`src/rtl/fetch_queue_pkg.sv`:
```
// fetch_queue_pkg: shared constants and the entry layout for the instruction
// fetch queue. Optional statistics are enabled with FETCH_QUEUE_STATS_EN.
package fetch_queue_pkg;

   localparam logic [31:0] NOP_INSTR     = 32'h0000_0000;
   localparam int          ENTRY_W       = 64;
   localparam int          INSTR_LSB     = 0;
   localparam int          PC_PLUS4_LSB  = 32;

   // One queued fetch: PC+4 in the upper word, instruction in the lower word.
   typedef struct packed {
      logic [31:0] pc_plus4;
      logic [31:0] instr;
   } fq_entry_t;

   // Builds a queue entry from the PC it was fetched at and its instruction.
   function automatic fq_entry_t make_entry(input logic [31:0] pc,
                                            input logic [31:0] instr);
      fq_entry_t e;
      e.pc_plus4 = pc + 32'd4;
      e.instr    = instr;
      return e;
   endfunction

endpackage

```
`src/rtl/fetch_queue_mem.sv`:
```
// fetch_queue_mem: DEPTH x 64-bit register array with one synchronous write
// port and one combinational read port. Holds no control state.
module fetch_queue_mem
   import fetch_queue_pkg::*;
#(
   parameter int DEPTH = 4,
   parameter int AW    = $clog2(DEPTH)
) (
   input  logic               clk_i,
   input  logic               we,
   input  logic [AW-1:0]      waddr,
   input  logic [ENTRY_W-1:0] wdata,
   input  logic [AW-1:0]      raddr,
   output logic [ENTRY_W-1:0] rdata
);

   logic [ENTRY_W-1:0] mem [DEPTH];

   // Write port: store the entry on the rising edge when enabled.
   // NOTE: storage has no reset; validity is tracked by the pointers and
   // count, so clearing the array would only cost reset fan-out.
   always_ff @(posedge clk_i) begin
      if (we) begin
         mem[waddr] <= wdata;
      end
   end

   assign rdata = mem[raddr];

endmodule

```
`src/rtl/fetch_queue.sv`:
```
// fetch_queue: in-order buffer of {PC+4, instruction} pairs between fetch and
// decode. Stalls the PC when full, drops everything on a taken branch/jump.
// Define FETCH_QUEUE_STATS_EN to add stall and flush cycle counters.
module fetch_queue
   import fetch_queue_pkg::*;
#(
   parameter int DEPTH = 4,
   parameter int CW    = $clog2(DEPTH + 1)
) (
   input  logic          clk_i,
   input  logic          rst_i,
   input  logic [31:0]   pc_i,
   input  logic [31:0]   instr_i,
   input  logic          flush_i,
   input  logic          id_ready_i,
   output logic          id_valid_o,
   output logic [31:0]   id_instr_o,
   output logic [31:0]   id_pc_plus4_o,
   output logic          pc_write_o,
`ifdef FETCH_QUEUE_STATS_EN
   output logic [31:0]   stall_cnt_o,
   output logic [31:0]   flush_cnt_o,
`endif
   output logic [CW-1:0] count_o
);

   localparam int AW = $clog2(DEPTH);

   logic [AW-1:0] wr_ptr;
   logic [AW-1:0] rd_ptr;
   logic [CW-1:0] count;
   logic          full;
   logic          empty;
   logic          push;
   logic          pop;
   fq_entry_t     wr_entry;
   fq_entry_t     rd_entry;

   assign full     = (count == CW'(DEPTH));
   assign empty    = (count == '0);
   assign push     = !flush_i && !full;
   assign pop      = !empty && id_ready_i && !flush_i;
   assign wr_entry = make_entry(pc_i, instr_i);

   fetch_queue_mem #(.DEPTH(DEPTH), .AW(AW)) u_mem (
      .clk_i (clk_i),
      .we    (push),
      .waddr (wr_ptr),
      .wdata (wr_entry),
      .raddr (rd_ptr),
      .rdata (rd_entry)
   );

   // Pointer and occupancy update; reset and flush both empty the queue.
   // NOTE: sequential state uses non-blocking assignments so every register
   // samples the pre-edge values regardless of statement order.
   always_ff @(posedge clk_i) begin
      if (rst_i || flush_i) begin
         wr_ptr <= '0;
         rd_ptr <= '0;
         count  <= '0;
      end else begin
         if (push) wr_ptr <= wr_ptr + 1'b1;
         if (pop)  rd_ptr <= rd_ptr + 1'b1;
         case ({push, pop})
            2'b10:   count <= count + 1'b1;
            2'b01:   count <= count - 1'b1;
            default: count <= count;
         endcase
      end
   end

   // Head-of-queue presentation to decode, forced to NOP/0 when empty.
   // NOTE: every output gets a default first so no path can infer a latch.
   always_comb begin
      id_valid_o    = 1'b0;
      id_instr_o    = NOP_INSTR;
      id_pc_plus4_o = 32'h0;
      if (!empty) begin
         id_valid_o    = 1'b1;
         id_instr_o    = rd_entry.instr;
         id_pc_plus4_o = rd_entry.pc_plus4;
      end
   end

   // Flush always lets the PC load the target; otherwise stall only when full.
   assign pc_write_o = flush_i || !full;
   assign count_o    = count;

`ifdef FETCH_QUEUE_STATS_EN
   // Free-running wrap-around counters of stall cycles and flush cycles.
   always_ff @(posedge clk_i) begin
      if (rst_i) begin
         stall_cnt_o <= 32'h0;
         flush_cnt_o <= 32'h0;
      end else begin
         if (!pc_write_o) stall_cnt_o <= stall_cnt_o + 32'd1;
         if (flush_i)     flush_cnt_o <= flush_cnt_o + 32'd1;
      end
   end
`endif

endmodule

```
`config.mk`:
```
export PLATFORM = sky130hd
export DESIGN_NAME = fetch_queue
export DESIGN_NICKNAME = d
export VERILOG_FILES = /design/src/rtl/fetch_queue_pkg.sv /design/src/rtl/fetch_queue_mem.sv /design/src/rtl/fetch_queue.sv
export SDC_FILE = /design/constraint.sdc
export NUM_CORES = 1
export LEC_CHECK = 0
export CORE_MARGIN = 4
export CORE_UTILIZATION = 35
export CTS_CLUSTER_DIAMETER = 50
export DETAILED_ROUTE_END_ITERATION = 8
export PLACE_DENSITY = 0.67
export SYNTH_ARGS = -nofsm -noshare
export SYNTH_HDL_FRONTEND = slang
export SYNTH_SLANG_ARGS = --single-unit
export TNS_END_PERCENT = 100
```
`constraint.sdc`:
```
create_clock -name clk_i -period 5.7 [get_ports clk_i]
set_clock_uncertainty 0.2 [all_clocks]
set_input_delay 0.855 -clock clk_i [delete_from_list [all_inputs] [get_ports clk_i]]
set_output_delay 0.855 -clock clk_i [all_outputs]
set_load 0.01 [all_outputs]
```
== Word-level counts from Yosys, hierarchy flattened ==
Memory sizes are Yosys's and may differ from the RTL's. A register that Yosys moved wholly into a read port is not among the register bits.
Cells that the tools add are included.
Word-level totals
  bits in registers: 7
  RAM bits: 256
  output and inout bits: 69
  memories kept: 1
Memory list
  u_mem.mem: depth 4, bits a word 64, rd ports 1, clocked after Yosys merged registers in 1, write ports 1, RTL line fetch_queue_mem.sv:17  | logic [ENTRY_W-1:0] mem [DEPTH];
Cells by class
  add/sub/neg operators: 5
  equal/unequal tests: 3
  multiplexer cells: 8
  reduce and logical (&&, ||, !) cells: 10
Operators by type and width (number)
  32-bit two-way mux: 2
  32-bit by 3-bit adder with 32-bit output (second input constant): 1
  3-bit one-hot mux with 2 select lines: 1
  2-bit by 1-bit adder with 2-bit output (second input constant): 2
  2-bit two-way mux: 2
  3-bit by 1-bit adder with 3-bit output (second input constant): 1
  3-bit == test (second input constant): 1
  1-bit logical AND: 3
  1-bit zero test: 3
  3-bit zero test: 1
  1-bit two-way mux: 3
  3-bit by 1-bit subtractor with 3-bit output (second input constant): 1
  2-bit by 1-bit == test with 1-bit output (second input constant): 1
  2-bit == test (second input constant): 1
  1-bit logical OR: 2
  2-bit nonzero test: 1

== Longest topological paths before layout ==
Gate-level depths: netlist of the first run.
  word-level depth: 6
  mapped depth: 11
  gate-level depth less buffers: 10

== Hierarchy ==
From an unflattened synthesis of the first run, not the netlist that was laid out.
Unflattened totals
  cell total of the unflattened synthesis: 529
  area total of the unflattened synthesis: 10677.7 µm²
By module, submodules not included
  fetch_queue_mem: instances 1, cells an instance 338, area an instance 9341.5 µm²
  fetch_queue: instances 1, cells an instance 191, area an instance 1336.3 µm²

== Worst setup path before layout of the first run ==
Ideal clock, no wire load.
  path type: input -> register
  start: in flush_i
  end: mem u_mem.mem[0][0] (enable)
  setup time: 0.429 ns
  arrival time: 2.576 ns
  slack: 2.495 ns
  stages: 2
  path buffers: 0
  cells stage by stage: nor2_1 -> and2_1
On the way
  longest elaborated chain between the ends: 4
RTL lines
  from (decl): RTL line fetch_queue.sv:14  | input logic flush_i,
  1-bit zero test: RTL line fetch_queue.sv:41  | assign push = !flush_i && !full;
  1-bit logical AND: RTL line fetch_queue.sv:41
  1-bit two-way mux: RTL line fetch_queue_mem.sv:23  | if (we) begin
  1-bit two-way mux (not written as such): RTL line fetch_queue_mem.sv:24  | mem[waddr] <= wdata;
  to (decl): RTL line fetch_queue_mem.sv:17
Every way passes these cells.

==> results.sh, run 1 <==
export IMPL_mostFrequentLayoutCell="edfxtp_1"
export IMPL_synth_top_area_share_pct=72.1
export IMPL_grt_util_all_layers_pct=12.4
export IMPL_synth_edff_count=256
export IMPL_cp_arrival_ns=2.91
export IMPL_vias_per_cell=4.82
export IMPL_syn2layout_area_growth_pct=24.9
export IMPL_clk_latency_ns=0.53
export IMPL_multi_input_area_um2=2660
export IMPL_worst_setup_path_end_kind="output port"
export IMPL_ys_seq_area_share_pct=73.7
export IMPL_synth_seq_cells=265
export IMPL_synth_top_cells_by_area="edfxtp_1 72%, mux4_2 14%, and2_1 4.0%"
export IMPL_r2r_end="count_o[2]$_SDFFE_PP0P_"
export IMPL_cap_violations=0
export IMPL_min_to="count_o[2]$_SDFFE_PP0P_"
export IMPL_peakVddDrop_v=0.000200
export IMPL_postRouteAntennaNets=0
export IMPL_portBuffers=136
export IMPL_io_pins=137
export IMPL_antenna_cells=0
export IMPL_power_density_nw_per_um2=317
export IMPL_drive_above_1_share_pct=16.9
export IMPL_numCtsBuffers=29
export IMPL_hpwl_um=12200
export IMPL_r2r_start="count_o[0]$_SDFFE_PP0P_"
export IMPL_holdWs_ns=0.326
export IMPL_htreeDepth=1
export IMPL_hold_depth=2
export IMPL_antenna_found_initial=0
export IMPL_synth_nets=615
export IMPL_fp_dieW_um=183
export IMPL_yosysTopAreaCell="edfxtp_1"
export IMPL_outcome="finished, final reports clean"
export IMPL_finalPower_mw=4.22
export IMPL_postCtsHoldBufs=0
export IMPL_synth_top_flop_cell="edfxtp_1"
export IMPL_critical_path_class="flip-flop to output port"
export IMPL_routed_via_count=5284
export IMPL_die_area_um2=33300
export IMPL_post_cts_setup_buffers=0
export IMPL_cts_sinks=265
export IMPL_place_area_um2=12400
export IMPL_postSynthCellCount=540
export IMPL_nFillCells=2587
export IMPL_synthesis_area_um2=10700
export IMPL_fp_dieH_um=183
export IMPL_rr_worst_depth=10
export IMPL_rsz0062_at_grt="no"
export IMPL_initialDrtViolationCount=321
export IMPL_drt_total_wl_um=21000
export IMPL_gp_congestion=0.772
export IMPL_hp_start="count_o[2]$_SDFFE_PP0P_"
export IMPL_start_kind="flip-flop"
export IMPL_hold_path_class="flip-flop to flip-flop"
export IMPL_synth_area_per_cell_um2=19.8
export IMPL_layout_common_cells="256 x edfxtp_1, 136 x clkdlybuf4s50_1, 65 x and2_1"
export IMPL_max_slew_margin_pct=31.6
export IMPL_regArea_um2=7880
export IMPL_initial_core_util_pct=35.7
export IMPL_synth_distinct_cells=33
export IMPL_grt_max_degree=68
export IMPL_hold_viol=0
export IMPL_reg2reg_setup_slack_ns=2.88
export IMPL_slew_viol_final=0
export IMPL_period_minus_slack_ns=3.96
export IMPL_first_global_vias=5793
export IMPL_fin_nets=760
export IMPL_grt_pass1_wl_um=32600
export IMPL_p_leak_nw=4.18
export IMPL_first_pass_iters=4
export IMPL_core_area_um2=29900
export IMPL_cts_resized=0
export IMPL_cp_max_fo=35
export IMPL_synthArstFlopShare_pct=0
export IMPL_required_ns=4.64
export IMPL_setup_violations_final=0
export IMPL_worstMarginPinSlew_ns=1.03
export IMPL_tns_ns=0
export IMPL_wire_per_inst_um=19.1
export IMPL_cts_root_buffer="clkbuf_16"
export IMPL_yosys_warnings=0
export IMPL_drc=0
export IMPL_final_area_um2=13300
export IMPL_achievable_frequency_mhz=252
export IMPL_clkTransAtPathRegs_ns=0.06
export IMPL_min_period_over_period_pct=69.5
export IMPL_cts_tree="yes"
export IMPL_rows=63
export IMPL_overflow=0
export IMPL_clk_path_buf_depth=3
==> logic make-up (layout without fill, tap and decap cells) <==
| family | count (synthesis) | after routing | share of synthesized area, % |
|---|---|---|---|
| buffers and inverters | 33 | 199 | 1.40 |
| adder cells (fa/ha/maj) | 7 | 7 | 0.891 |
| flip-flops | 265 | 265 | 73.7 |
| multiplexers | 65 | 65 | 13.6 |
| AND/OR/NAND/NOR | 134 | 134 | 7.52 |
| AO/OA/AOI/OAI | 3 | 3 | 0.141 |
| XOR/XNOR | 33 | 33 | 2.71 |
==> critical path: stages (launching register included) <==
cell,delay (ns)
dfxtp_4,0.74
buf_12,0.37
mux4_2,0.55
and2_1,0.20
clkdlybuf4s50_1,0.48
==> per-stage QoR <==
| step | worst slack, ns | util, % | std cells |
|---|---|---|---|
| after floorplan | 2.49 | - | 540 |
| after global placement | 2.19 | 41.7 | 1044 |
| after CTS | 1.63 | 44.6 | 1096 |
| after detailed placement | 2.18 | 41.7 | 1044 |
| after global routing | 1.49 | 44.6 | 1096 |
| final | 1.74 | 44.6 | 1096 |
==> where the power goes <==
group | total (mW) | internal (mW) | leakage, nW | switching (mW)
registers | 2.22 | 2.20 | 2.43 | 0.0152
clock network | 1.72 | 1.00 | 0.423 | 0.721
logic | 0.286 | 0.150 | 1.33 | 0.136
total | 4.22 | 3.35 | 4.18 | 0.871
==> synthesized netlist by cell type, types with 2 or more instances <==
master,number
xor2_1,11
xnor2_1,22
nand4_1,14
ha_1,6
clkbuf_1,9
and3_1,4
nand2_1,9
mux4_2,64
dfxtp_1,9
edfxtp_1,256
and2_1,69
or3_1,2
a21oi_1,2
buf_4,6
buf_1,7
nor2_2,2
nor2_1,16
inv_1,9
nor3_1,2
nand3_1,8
==> registers in the layout (all words and copies together) (netlist names), named ones only <==
| signal | cells |
|---|---|
| count_o | 3 |
| rd_ptr | 2 |
| u_mem.mem | 256 |
| wr_ptr | 2 |
==> routing by layer <==
metal	up-vias	part of all wire, %	global-route usage, %	wire length [µm]
met3	34	5.1	2.09	1060
met1	2682	41	15.6	8570
met5	-	0	0	0
li1	2430	-	-	-
met4	0	1.8	2.91	370
met2	138	52	22.5	11000
==> area by class of cell <==
type,instances,area share [%]
flip-flops and latches,265,59.1
multi-input cells,242,20.0
well taps,390,3.66
inverters,9,0.253
clock inverters,13,0.807
repair buffers,138,10.4
clock buffers,39,5.80
==> how the worst max path moves through the flow <==
stage               slack, ns                         to  startpoint
CTS                      1.63          id_pc_plus4_o[24]   flip-flop
floorplan                2.49  u_mem.mem[0][0]$_DFFE_PP_     flush_i
global route             1.49          id_pc_plus4_o[19]   flip-flop
finish                   1.74          id_pc_plus4_o[19]   flip-flop
global placement         2.19          id_pc_plus4_o[24]   flip-flop
detailed placement       2.18          id_pc_plus4_o[24]   flip-flop
No activity file was read; power rests on OpenSTA's default activity.
==> run 2, diff against run 1 <==
PLACE_DENSITY = 0.69   (was 0.67)
clock period = 3.2 ns   (was 5.7 ns; I/O delays follow)
==> results.sh, run 2 (same netlist as run 1, synthesis figures left out) <==
export IMPL_cp_arrival_ns=2.38
export IMPL_cp_slowest_stage_delay_ns=0.54
export IMPL_portBuffers=136
export IMPL_initialDrtViolationCount=247
export IMPL_outcome="finished, final reports clean"
export IMPL_io_pins=137
export IMPL_rsz0062_at_grt="no"
export IMPL_hp_start="count_o[2]$_SDFFE_PP0P_"
export IMPL_die_area_um2=33300
export IMPL_r2r_end="count_o[2]$_SDFFE_PP0P_"
export IMPL_syn2layout_area_growth_pct=30.1
export IMPL_drc=0
export IMPL_grt_pass1_wl_um=33900
export IMPL_rows=63
export IMPL_fin_nets=783
export IMPL_achievable_frequency_mhz=326
export IMPL_clkTransAtPathRegs_ns=0.05
export IMPL_layout_common_cells="256 x edfxtp_1, 136 x clkdlybuf4s50_1, 65 x and2_1"
export IMPL_wire_per_inst_um=19.4
export IMPL_core_area_um2=29900
export IMPL_fp_dieH_um=183
export IMPL_min_period_over_period_pct=95.7
export IMPL_postRouteAntennaNets=0
export IMPL_cts_tree="yes"
export IMPL_final_area_um2=13900
export IMPL_critical_path_class="flip-flop to output port"
export IMPL_fin_cells=1124
export IMPL_dp_cells=1060
export IMPL_cp_slowest_cell="mux4_2"
export IMPL_max_slew_margin_pct=67.3
export IMPL_grt_max_degree=40
export IMPL_p_leak_nw=4.44
export IMPL_regArea_um2=7880
export IMPL_finalPower_mw=8.28
export IMPL_required_ns=2.52
export IMPL_drive_above_1_share_pct=19.9
export IMPL_hold_depth=2
export IMPL_cap_violations=0
export IMPL_drt_total_wl_um=21800
export IMPL_htreeDepth=2
export IMPL_postCtsHoldBufs=0
export IMPL_power_density_nw_per_um2=597
export IMPL_finalWorstSetupSlack_ns=0.137
export IMPL_numCtsBuffers=34
export IMPL_reg2reg_setup_slack_ns=0.66
export IMPL_hold_viol=0
export IMPL_fp_dieW_um=183
export IMPL_grt_util_all_layers_pct=13.2
export IMPL_largest_reg_flops=256
export IMPL_crit_family="buffers and inverters"
export IMPL_holdWs_ns=0.316
export IMPL_gp_congestion=0.732
export IMPL_tns_ns=0
export IMPL_multi_input_area_um2=2660
export IMPL_cts_sinks=265
export IMPL_clk_path_buf_depth=3
export IMPL_rr_worst_depth=10
export IMPL_clk_latency_ns=0.49
export IMPL_cts_root_buffer="clkbuf_16"
export IMPL_period_minus_slack_ns=3.06
export IMPL_slew_viol_final=0
export IMPL_initial_core_util_pct=35.7
export IMPL_min_to="count_o[2]$_SDFFE_PP0P_"
export IMPL_final_util_pct=46.5
export IMPL_top_register="u_mem.mem"
export IMPL_peakVddDrop_v=0.000288
export IMPL_first_global_vias=5955
export IMPL_hold_path_class="flip-flop to flip-flop"
export IMPL_worstMarginPinSlew_ns=0.487
export IMPL_antenna_found_initial=0
export IMPL_worst_setup_path_end_kind="output port"
export IMPL_place_area_um2=12700
export IMPL_r2r_start="count_o[0]$_SDFFE_PP0P_"
export IMPL_vias_per_cell=4.81
export IMPL_nFillCells=2534
export IMPL_path_cells="buf_4 > mux4_2 > and2_1 > clkdlybuf4s50_1"
export IMPL_start_kind="flip-flop"
export IMPL_pre_cts_ws_ns=0.297
export IMPL_cp_max_fo=11
export IMPL_hpwl_um=14000
export IMPL_first_pass_iters=4
export IMPL_mostFrequentLayoutCell="edfxtp_1"
export IMPL_routed_via_count=5410
export IMPL_path_buf_inv=2
export IMPL_overflow=0
export IMPL_setup_violations_final=0
run 2: changes by cell type in the layout (fill, tap and decap cells not counted), sizes merged:
cell,previous run,this run
clkinv,6,8
clkbuf,39,43
buf,2,20
diode,0,1
bufinv,1,4
run 2: worst max-delay path by stage:
stage | to | depth (start not counted)
after floorplan | u_mem.mem[0][0]$_DFFE_PP_ | 5
after CTS | id_pc_plus4_o[17] | 4
after detailed placement | u_mem.mem[3][44]$_DFFE_PP_ | 6
final | id_instr_o[5] | 4
after global routing | id_pc_plus4_o[17] | 4
after global placement | u_mem.mem[0][44]$_DFFE_PP_ | 6
run 2: final cells by class:
type | count | area share [%]
timing repair buffer | 156 | 12.0
clock inverter | 18 | 1.49
sequential | 265 | 56.7
tap | 390 | 3.52
multi-input combinational | 242 | 19.2
inverter | 9 | 0.243
antenna | 1 | 0.0180
clock buffer | 43 | 6.83
run 2: timing repair:
action                                  in CTS  in global routing
gates resized for setup                      0                  0
buffers inserted                             2                  0
endpoints found under the setup margin      39                  0
endpoints found under the hold margin        0                  0
run 2: layer usage:
layer	track usage [%]	vias up	wire length, µm
li1	-	2481	-
met1	17.2	2775	9370
met2	22.7	131	11100
met3	2.83	23	1080
met4	3.00	0	252
met5	0	-	0
run 2: tightest hold or removal path, cell delays in order, from the launching register on:
cell	delay [ns]
dfxtp_1	0.33
o21ai_0	0.08
a21oi_1	0.06
run 2: where the power goes:
| part | switching (mW) | internal, mW |
|---|---|---|
| clock | 1.36 | 2.43 |
| combinational | 0.255 | 0.287 |
| sequential | 0.0235 | 3.92 |
==> run 3, diff against run 2 <==
--- a/config.mk
+++ b/config.mk
@@ -6,5 +6,5 @@
 export NUM_CORES = 1
 export LEC_CHECK = 0
-export CORE_MARGIN = 4
+export CORE_MARGIN = 1.5
 export CORE_UTILIZATION = 35
 export CTS_CLUSTER_DIAMETER = 50
==> constraint.sdc (replaced) <==
create_clock -name clk_i -period 3.2 [get_ports clk_i]
set_clock_uncertainty 0.2 [all_clocks]
set_input_delay 0.96 -clock clk_i [delete_from_list [all_inputs] [get_ports clk_i]]
set_output_delay 0.96 -clock clk_i [all_outputs]
set_load 0.01 [all_outputs]
==> results.sh, run 3 (same netlist as run 1, synthesis figures left out) <==
export IMPL_slew_viol_final=0
export IMPL_power_density_nw_per_um2=549
export IMPL_dp_cells=1077
export IMPL_hold_path_class="flip-flop to flip-flop"
export IMPL_p_leak_nw=4.79
export IMPL_nFillCells=2484
export IMPL_hpwl_um=13700
export IMPL_setup_violations_final=43
export IMPL_regArea_um2=7880
export IMPL_worstMarginPinSlew_ns=0.373
export IMPL_outcome="finished, violations left"
export IMPL_crit_top_cell="buf_12"
export IMPL_cts_tree="yes"
export IMPL_cp_slowest_cell="mux4_2"
export IMPL_mostFrequentLayoutCell="edfxtp_1"
export IMPL_reg2reg_setup_slack_ns=0.69
export IMPL_drc=0
export IMPL_die_area_um2=31500
export IMPL_internal_power_mw=6.18
export IMPL_achievable_frequency_mhz=303
export IMPL_routed_via_count=5537
export IMPL_hp_start="rd_ptr[0]$_SDFFE_PP0P_"
export IMPL_power_share_clock_pct=41.9
export IMPL_postRouteAntennaNets=0
export IMPL_path_cells="buf_12 > buf_16 > buf_12 > buf_12 > mux4_2 > and2_4 > buf_6"
export IMPL_initial_core_util_pct=35.8
export IMPL_antenna_cells=0
export IMPL_holdWs_ns=0.333
export IMPL_first_global_vias=5843
export IMPL_wire_per_inst_um=19.2
export IMPL_start_kind="flip-flop"
export IMPL_fp_dieW_um=178
export IMPL_r2r_start="count_o[0]$_SDFFE_PP0P_"
export IMPL_power_switching_mw=1.63
export IMPL_drive_above_1_share_pct=35.2
export IMPL_drt_total_wl_um=22100
export IMPL_clkTransAtPathRegs_ns=0.05
export IMPL_fp_dieH_um=178
export IMPL_path_buf_inv=5
export IMPL_fin_cells=1152
export IMPL_rows=63
export IMPL_hold_depth=2
export IMPL_finalWorstSetupSlack_ns=-0.104
export IMPL_cp_arrival_ns=2.14
export IMPL_max_slew_margin_pct=74.9
export IMPL_multi_input_area_um2=2750
export IMPL_core_area_um2=29800
export IMPL_clk_path_buf_depth=3
export IMPL_gp_congestion=0.717
export IMPL_antenna_found_initial=0
export IMPL_violations="negative setup slack"
export IMPL_postCtsHoldBufs=0
export IMPL_vias_per_cell=4.81
export IMPL_overflow=0
export IMPL_pre_cts_ws_ns=-0.0454
export IMPL_rr_worst_depth=10
export IMPL_clk_latency_ns=0.53
export IMPL_worst_setup_path_end_kind="output port"
export IMPL_fin_nets=815
export IMPL_cp_depth=7
export IMPL_portBuffers=136
export IMPL_required_ns=2.04
export IMPL_grt_max_degree=40
export IMPL_period_minus_slack_ns=3.30
export IMPL_combPwrFrac_pct=7.6
export IMPL_critical_path_class="flip-flop to output port"
export IMPL_numCtsBuffers=30
export IMPL_grt_util_all_layers_pct=14.4
export IMPL_swShare_pct=20.8
export IMPL_top_register="u_mem.mem"
export IMPL_power_frac_seq_pct=50.5
export IMPL_grt_pass1_wl_um=34100
export IMPL_cts_root_buffer="clkbuf_16"
export IMPL_cp_slowest_stage_delay_ns=0.48
export IMPL_tns_ns=-1.87
export IMPL_hold_viol=0
export IMPL_crit_family="buffers and inverters"
export IMPL_cts_sinks=265
export IMPL_initialDrtViolationCount=355
export IMPL_r2r_end="count_o[2]$_SDFFE_PP0P_"
export IMPL_peakVddDrop_v=0.000312
export IMPL_layout_common_cells="256 x edfxtp_1, 70 x clkdlybuf4s50_1, 64 x mux4_2"
export IMPL_rsz0062_at_grt="yes"
export IMPL_cp_max_fo=6
export IMPL_htreeDepth=1
export IMPL_first_pass_iters=4
export IMPL_syn2layout_area_growth_pct=33.5
export IMPL_min_period_over_period_pct=103
export IMPL_io_pins=137
export IMPL_largest_reg_flops=256
export IMPL_cap_violations=0
## run 3: cell count changes in the layout (fill, tap and decap cells not counted), sizes merged
cell / before / now
bufinv: 4 / 2
diode: 1 / 0
dlygate4sd2: 0 / 10
clkinv: 8 / 9
clkbuf: 43 / 38
clkdlybuf4s15: 0 / 15
clkdlybuf4s50: 136 / 70
buf: 20 / 96
## run 3: what timing repair did
item                                    in CTS  in global routing
endpoints found under the setup margin      66                 60
resized for setup                          291                 12
pin swaps                                   19                  0
setup buffers                               17                  2
cloned                                       4                  0
## run 3: worst register-to-register path, stage by stage (launching register included)
cell and delay [ns]:
dfxtp_1 0.42, or3_4 0.20, buf_12 0.20, nand2_1 0.12, nor2_1 0.10, ha_1 0.18, inv_1 0.06, fa_1 0.37
xor2_1 0.15, or3_1 0.30, a21oi_1 0.13
## run 3: how the worst max path moves through the flow
stage               startpoint                         to  slack [ns]
floorplan              flush_i  u_mem.mem[0][0]$_DFFE_PP_        0.59
global placement       flush_i                 pc_write_o       -0.02
detailed placement     flush_i                 pc_write_o       -0.05
CTS                  flip-flop           id_pc_plus4_o[9]       -0.15
global route         flip-flop           id_pc_plus4_o[9]       -0.17
finish               flip-flop          id_pc_plus4_o[10]       -0.10
## run 3: per-layer routing
metal  track usage, %  vias up  routed length (µm)
met2             24.8      147               11000
met3             2.61       28                1190
li1                 -     2546                   -
met5                0        -                   0
met4             3.22        0                 339
met1             18.9     2816                9520
## run 3: layout make-up
| class | instances | area share (%) |
|---|---|---|
| Clock buffer | 37 | 5.60 |
| Tap cell | 390 | 3.43 |
| Inverter | 9 | 0.237 |
| Multi-Input combinational cell | 242 | 19.3 |
| Timing Repair Buffer | 192 | 15.0 |
| Clock inverter | 17 | 1.12 |
| Sequential cell | 265 | 55.3 |
## run 3: stage by stage
stage	utilization (%)	area (µm²)	total power, mW
6_report	47.8	14200	7.81
5_1_grt	47.8	14200	8.07
4_1_cts	47.7	14200	7.90
3_5_place_dp	43.2	12900	4.58
3_3_place_gp	43.2	12900	4.57
2_1_floorplan	-	10700	4.25
## run 3: power by group through the flow
stage	combinational (mW)	sequential, mW	clock [mW]
after global routing	0.647	3.95	3.47
final	0.597	3.94	3.27
after CTS	0.604	3.94	3.36
after global placement	0.559	4.01	0
after detailed placement	0.565	4.02	0
after floorplan	0.242	4.01	0
